File: src/rtl/mips_md_pkg.sv
// Shared definitions for the MIPS multiply/divide unit.
// Holds the op encodings (the op bus of the unit) and the FSM state type.
package mips_md_pkg;

   localparam logic [1:0] OP_MULTU = 2'b00;
   localparam logic [1:0] OP_MULT  = 2'b01;
   localparam logic [1:0] OP_DIVU  = 2'b10;
   localparam logic [1:0] OP_DIV   = 2'b11;

   typedef enum logic [1:0] {
      IDLE = 2'b00,
      RUN  = 2'b01,
      FIX  = 2'b10
   } md_state_e;

endpackage

File: src/rtl/seq_mul_div_if.sv
// Request/result bundle of seq_mul_div.
//   start, op, a, b : request, driven by the master, latched by the unit on start
//   hi, lo          : result pair (remainder/quotient or product halves)
//   busy, done      : operation in progress / one-cycle completion pulse
//   div_zero        : divide with zero divisor, valid with done
interface seq_mul_div_if #(
   parameter int WIDTH = 32
);
   logic             start;
   logic [1:0]       op;
   logic [WIDTH-1:0] a;
   logic [WIDTH-1:0] b;
   logic [WIDTH-1:0] hi;
   logic [WIDTH-1:0] lo;
   logic             busy;
   logic             done;
   logic             div_zero;

   modport master (output start, op, a, b,
                   input  hi, lo, busy, done, div_zero);
   modport slave  (input  start, op, a, b,
                   output hi, lo, busy, done, div_zero);
endinterface

File: src/rtl/md_sign_conv.sv
// Conditional two's-complement negate.
//   i_val : value in
//   i_neg : 1 = output -i_val, 0 = pass through
//   o_val : result, same width
// Used for operand magnitudes and for final sign correction. The magnitude of
// the most-negative value comes out as the unsigned 2^(WIDTH-1).
module md_sign_conv #(
   parameter int WIDTH = 32
) (
   input  logic [WIDTH-1:0] i_val,
   input  logic             i_neg,
   output logic [WIDTH-1:0] o_val
);
   assign o_val = i_neg ? -i_val : i_val;
endmodule

File: src/rtl/seq_mul_div.sv
// Iterative radix-2 multiply/divide unit (MULT/MULTU/DIV/DIVU) with HI/LO.
//   clk  : clock, rising edge
//   rst  : asynchronous active-high reset
//   bus  : slave side of seq_mul_div_if (start/op/a/b in; hi/lo/busy/done/
//          div_zero out)
// One bit per cycle on operand magnitudes; a final FIX cycle applies the
// result signs and writes hi/lo, pulsing done.
module seq_mul_div
   import mips_md_pkg::*;
#(
   parameter int WIDTH = 32
) (
   input  logic          clk,
   input  logic          rst,
   seq_mul_div_if.slave  bus
);
   localparam int CNT_W = $clog2(WIDTH + 1);

   md_state_e          r_state;
   logic [CNT_W-1:0]   r_cnt;
   logic               r_is_div;
   logic               r_neg_lo;   // sign of product / quotient
   logic               r_neg_hi;   // sign of remainder (follows dividend)
   logic               r_bzero;
   logic [WIDTH-1:0]   r_a_raw;
   // r_rem:r_q is the working register pair. Multiply: accumulator high part
   // (one carry bit) and multiplier shifting out of r_q. Divide: partial
   // remainder and dividend shifting into quotient.
   logic [WIDTH:0]     r_rem;
   logic [WIDTH-1:0]   r_q;
   logic [WIDTH-1:0]   r_opnd;     // multiplicand / divisor magnitude
   logic [WIDTH-1:0]   r_hi;
   logic [WIDTH-1:0]   r_lo;
   logic               r_busy;
   logic               r_done;
   logic               r_dz;

   logic               w_signed;
   logic [WIDTH-1:0]   w_mag_a;
   logic [WIDTH-1:0]   w_mag_b;
   logic [WIDTH:0]     w_add;
   logic [WIDTH:0]     w_shl;
   logic               w_ge;
   logic [WIDTH:0]     w_sub;
   logic [2*WIDTH-1:0] w_prod;
   logic [WIDTH-1:0]   w_quo;
   logic [WIDTH-1:0]   w_rem;

   assign w_signed = bus.op[0];

   md_sign_conv #(.WIDTH(WIDTH)) u_mag_a (
      .i_val (bus.a),
      .i_neg (w_signed & bus.a[WIDTH-1]),
      .o_val (w_mag_a)
   );

   md_sign_conv #(.WIDTH(WIDTH)) u_mag_b (
      .i_val (bus.b),
      .i_neg (w_signed & bus.b[WIDTH-1]),
      .o_val (w_mag_b)
   );

   // multiply step: conditional add, then shift the pair right
   assign w_add = r_rem + {1'b0, (r_q[0] ? r_opnd : '0)};

   // divide step: shift the pair left, trial-subtract the divisor
   assign w_shl = {r_rem[WIDTH-1:0], r_q[WIDTH-1]};
   assign w_ge  = (w_shl >= {1'b0, r_opnd});
   assign w_sub = w_shl - {1'b0, r_opnd};

   md_sign_conv #(.WIDTH(2*WIDTH)) u_fix_prod (
      .i_val ({r_rem[WIDTH-1:0], r_q}),
      .i_neg (r_neg_lo),
      .o_val (w_prod)
   );

   md_sign_conv #(.WIDTH(WIDTH)) u_fix_quo (
      .i_val (r_q),
      .i_neg (r_neg_lo),
      .o_val (w_quo)
   );

   md_sign_conv #(.WIDTH(WIDTH)) u_fix_rem (
      .i_val (r_rem[WIDTH-1:0]),
      .i_neg (r_neg_hi),
      .o_val (w_rem)
   );

   always_ff @(posedge clk or posedge rst) begin
      if (rst) begin
         r_state  <= IDLE;
         r_cnt    <= '0;
         r_is_div <= 1'b0;
         r_neg_lo <= 1'b0;
         r_neg_hi <= 1'b0;
         r_bzero  <= 1'b0;
         r_a_raw  <= '0;
         r_rem    <= '0;
         r_q      <= '0;
         r_opnd   <= '0;
         r_hi     <= '0;
         r_lo     <= '0;
         r_busy   <= 1'b0;
         r_done   <= 1'b0;
         r_dz     <= 1'b0;
      end else begin
         r_done <= 1'b0;
         case (r_state)
            IDLE: begin
               if (bus.start) begin
                  r_state  <= RUN;
                  r_busy   <= 1'b1;
                  r_cnt    <= CNT_W'(WIDTH);
                  r_is_div <= bus.op[1];
                  r_neg_lo <= w_signed & (bus.a[WIDTH-1] ^ bus.b[WIDTH-1]);
                  r_neg_hi <= w_signed & bus.a[WIDTH-1];
                  r_bzero  <= (bus.b == '0);
                  r_a_raw  <= bus.a;
                  r_rem    <= '0;
                  r_q      <= w_mag_a;
                  r_opnd   <= w_mag_b;
               end
            end
            RUN: begin
               r_cnt <= r_cnt - CNT_W'(1);
               if (r_is_div) begin
                  r_rem <= w_ge ? w_sub : w_shl;
                  r_q   <= {r_q[WIDTH-2:0], w_ge};
               end else begin
                  r_rem <= {1'b0, w_add[WIDTH:1]};
                  r_q   <= {w_add[0], r_q[WIDTH-1:1]};
               end
               if (r_cnt == CNT_W'(1))
                  r_state <= FIX;
            end
            FIX: begin
               r_state <= IDLE;
               r_busy  <= 1'b0;
               r_done  <= 1'b1;
               if (r_is_div && r_bzero) begin
                  // zero divisor: fixed pattern, dividend passed through raw
                  r_hi <= r_a_raw;
                  r_lo <= '1;
                  r_dz <= 1'b1;
               end else if (r_is_div) begin
                  r_hi <= w_rem;
                  r_lo <= w_quo;
                  r_dz <= 1'b0;
               end else begin
                  {r_hi, r_lo} <= w_prod;
                  r_dz <= 1'b0;
               end
            end
            default: r_state <= IDLE;
         endcase
      end
   end

   assign bus.hi       = r_hi;
   assign bus.lo       = r_lo;
   assign bus.busy     = r_busy;
   assign bus.done     = r_done;
   assign bus.div_zero = r_dz;

endmodule
File: src/flat_wrapper.sv
// flat-port wrapper written by rule: the top's interface ports become plain ports
module seq_mul_div_flat import mips_md_pkg::*;
#(
   parameter int WIDTH = 32
)
  (clk, rst, bus_start, bus_op, bus_a, bus_b, bus_hi, bus_lo, bus_busy, bus_done, bus_div_zero);
  seq_mul_div_if #(.WIDTH(WIDTH)) bus_i ();
  input  logic clk;
  input  logic rst;
  input wire logic [$bits(bus_i.start)-1:0] bus_start;
  input wire logic [$bits(bus_i.op)-1:0] bus_op;
  input wire logic [$bits(bus_i.a)-1:0] bus_a;
  input wire logic [$bits(bus_i.b)-1:0] bus_b;
  output wire logic [$bits(bus_i.hi)-1:0] bus_hi;
  output wire logic [$bits(bus_i.lo)-1:0] bus_lo;
  output wire logic [$bits(bus_i.busy)-1:0] bus_busy;
  output wire logic [$bits(bus_i.done)-1:0] bus_done;
  output wire logic [$bits(bus_i.div_zero)-1:0] bus_div_zero;
  assign bus_i.start = bus_start;
  assign bus_i.op = bus_op;
  assign bus_i.a = bus_a;
  assign bus_i.b = bus_b;
  assign bus_hi = bus_i.hi;
  assign bus_lo = bus_i.lo;
  assign bus_busy = bus_i.busy;
  assign bus_done = bus_i.done;
  assign bus_div_zero = bus_i.div_zero;
  seq_mul_div #(.WIDTH(WIDTH)) u_core (.clk(clk), .rst(rst), .bus(bus_i));
endmodule
File: config.mk
export PLATFORM = sky130hd
export DESIGN_NAME = seq_mul_div_flat
export DESIGN_NICKNAME = d
export VERILOG_FILES = /design/src/rtl/mips_md_pkg.sv /design/src/rtl/seq_mul_div_if.sv /design/src/rtl/md_sign_conv.sv /design/src/rtl/seq_mul_div.sv /design/src/flat_wrapper.sv
export SDC_FILE = /design/constraint.sdc
export NUM_CORES = 1
export LEC_CHECK = 0
export ABC_AREA = 1
export BUFFER_PORTS_ARGS = -buffer_cell sky130_fd_sc_hd__buf_2
export CAP_MARGIN = 25
export CORE_MARGIN = 8
export CORE_UTILIZATION = 44
export CTS_CLUSTER_SIZE = 16
export DETAILED_ROUTE_END_ITERATION = 7
export GPL_ROUTABILITY_DRIVEN = 0
export SLEW_MARGIN = 5
export SYNTH_ARGS = -nofsm -noshare
export SYNTH_HDL_FRONTEND = slang
export SYNTH_SLANG_ARGS = --single-unit
File: constraint.sdc
create_clock -name clk -period 11.63 [get_ports clk]
set_clock_uncertainty 0.05 [all_clocks]
set_input_delay 2.326 -clock clk [delete_from_list [all_inputs] [get_ports clk]]
set_output_delay 2.326 -clock clk [all_outputs]
set_load 0.01 [all_outputs]
==> qor.txt <==
status -> complete, no violations
Tmin final -> 4090 ps
initial antenna violation count -> 0
DR vias/cell -> 5.59
GRT overflow -> 0
area delta synth->final -> 11.0%
global-route wire length before repair -> 105000 um
Pleak -> 10.4 nW
Final Hold Vio Count -> 0
Syn Area/Cell -> 6.18 um^2
setup ws final -> 7540 ps
PostCTS Resize Cnt -> 0
Post-Syn Instances -> 2876
WL final -> 68700 um
Yosys reg bits -> 208
clk sinks -> 208
Peak Freq -> 244 MHz
Row Count -> 73
Starting Density -> 44.6%
max-slew violation count -> 0
# fillers -> 4245
drt initial violations -> 2316
vias in the first global route -> 18000
worst-path maximum fanout -> 33
Min-Delay Path Class -> reg2reg
fin nets -> 3097
WHS -> 425 ps
sequential area share after synthesis -> 29.3%
final worst path period share -> 35.2%
I/O Buffers -> 135
final setup vio count -> 0
setup bufs post-CTS -> 0
Relative slew margins -> 30.8%
per-cell routed wire length -> 19.6 um
1st-pass router iterations -> 6
number of buffers created by CTS -> 25
Critical Path AT -> 4500 ps
final core utilization -> 49.5%
Crit Path Class -> in2reg
ys async rst share -> 100%
GRT Total Usage -> 28.2%
Antenna diodes -> 0
Hold Buf Count CTS -> 0
Die Y -> 217 um
Slew @ Worst Pin -> 1030 ps
via count -> 19500
Placement Setup Slack -> 6870 ps
total power density per cell area -> 83.4 mW/mm^2
share of layout cells above drive strength 1 -> 7.76%
Post-Syn Area -> 0.0178 mm^2
Worst setup EP type -> flip-flop
DR DRC count -> 0
root buffer cell -> clkbuf_16
Die X -> 217 um
Max Cap Viol -> 0
Mapped Nets -> 3017
RSZ-0062 raised after global routing -> false
worst skew pair latency -> 570 ps
setup TNS -> 0 ps
largest net degree at the start of global routing -> 99
kind of start point of the critical path -> input pin
CTS tree -> yes
I/O Pins -> 136
Synth cell types -> 47
Synth warnings -> 0
Max clock buf depth -> 3
core area -> 0.0398 mm^2
maximum vdd drop -> 0.0933 mV
die area -> 0.0471 mm^2
Post-synth EDFFs -> 0
Worst Path Required -> 12030 ps
Final HPWL DP -> 53700 um
top_reg_cell synth -> dfrtp_1
post-route antenna net violation count -> 0
H-tree Lvls -> 1
Worst-path clk slew -> 70 ps
-- flip-flops by register name, summed over array words and instances, names as in the netlist, 2 cells and up --
signal	flops
u_core.bus.lo	32
u_core.r_cnt	6
u_core.r_state	2
u_core.r_rem	33
u_core.r_opnd	32
u_core.bus.hi	32
u_core.r_q	32
u_core.r_a_raw	32
-- layout make-up --
| type | count | area [um^2] | share of cell area (%) |
|---|---|---|---|
| sequential | 208 | 5210 | 26.4 |
| timing repair buffer | 149 | 793 | 4.02 |
| tap | 525 | 657 | 3.33 |
| multi-input combinational | 2194 | 10800 | 54.6 |
| clock buffer | 35 | 713 | 3.62 |
| clock inverter | 11 | 158 | 0.800 |
| inverter | 378 | 1430 | 7.23 |
-- cell usage in the layout (no fill, tap or decap), drive strengths merged, types with 15 or more instances in the layout --
cell type and count:
a21oi 170, a31oi 31, buf 149, clkbuf 35
dfrtp 208, ha 70, inv 381, nand2 858
nand3 313, nand3b 21, nand4 27, nor2 293
nor3 29, o21ai 244, o21bai 16, xnor2 15
xor2 50
-- synthesized netlist by cell type, types with 7 or more instances --
cell | number | area, um^2
a21oi_1 | 169 | 846
a31oi_1 | 31 | 194
buf_1 | 9 | 33.8
buf_2 | 7 | 35.0
clkbuf_1 | 75 | 282
dfrtp_1 | 208 | 5200
ha_1 | 70 | 876
inv_1 | 373 | 1400
nand2_1 | 852 | 3200
nand3_1 | 312 | 1560
nand3b_1 | 21 | 158
nand4_1 | 27 | 169
nor2_1 | 282 | 1060
nor2_2 | 10 | 62.6
nor3_1 | 25 | 125
nor4_1 | 10 | 62.6
o211ai_1 | 14 | 105
o21ai_0 | 231 | 1160
o21ai_1 | 11 | 55.1
o21bai_1 | 16 | 120
xnor2_1 | 15 | 131
xor2_1 | 50 | 438
-- layer usage --
| metal | vias to the layer above | global-route usage, % | wire [um] |
|---|---|---|---|
| met1 | 8954 | 41.2 | 31100 |
| met3 | 118 | 9.71 | 8960 |
| li1 | 9484 | - | - |
| met4 | 2 | 7.91 | 1890 |
| met5 | - | 2.08 | 137 |
| met2 | 990 | 38.2 | 26600 |
-- path summary, 6_finish.rpt --
kind | startpoint | to | slack [ps] | depth (start not counted)
max | bus_op[0] | u_core.r_q[14] | 7540 | 8
min | u_core.bus.busy | u_core.bus.busy | 420 | 2
max reg2reg | u_core.r_state[0] | u_core.bus.hi[0] | 7880 | 9
min reg2reg | u_core.bus.busy | u_core.bus.busy | 420 | 2
max in group asynchronous | rst | u_core.bus.hi[26] | 7720 | 4
min in group asynchronous | rst | u_core.r_rem[3] | 1790 | 2
-- cells by family (layout without fill, tap and decap cells) --
kind of cell | after synthesis | count (layout) | synth area share [%]
compound gates | 489 | 489 | 14.7
buf+inv | 474 | 573 | 10.3
flops | 208 | 208 | 29.3
mux | 2 | 2 | 0.113
fa+ha+maj | 72 | 72 | 5.15
simple gates | 1566 | 1566 | 37.3
xor+xnor | 65 | 65 | 3.20
-- through the flow --
stage	total power [mW]	std cells	area, um^2
after global placement	0.812	3453	18800
after floorplan	0.779	2876	17800
after detailed placement	0.813	3453	18800
after global routing	1.69	3500	19700
after CTS	1.65	3499	19700
final	1.64	3500	19700
-- worst max-delay path, cell delays in order --
cell and delay [ps]:
buf_2 100, nand2_1 420, inv_1 930, nand2_1 190, o21ai_0 200, a21oi_1 60, o21ai_0 140, o21ai_0 100
-- report_power, final --
part | leakage (nW) | internal, mW | total, mW | switching (mW)
Combinational | 7.23 | 0.0216 | 0.0756 | 0.0540
Clock | 0.423 | 0.499 | 0.845 | 0.347
Sequential | 2.69 | 0.724 | 0.724 | 0
Total | 10.4 | 1.24 | 1.64 | 0.401
(Power assumes the default switching activity.)
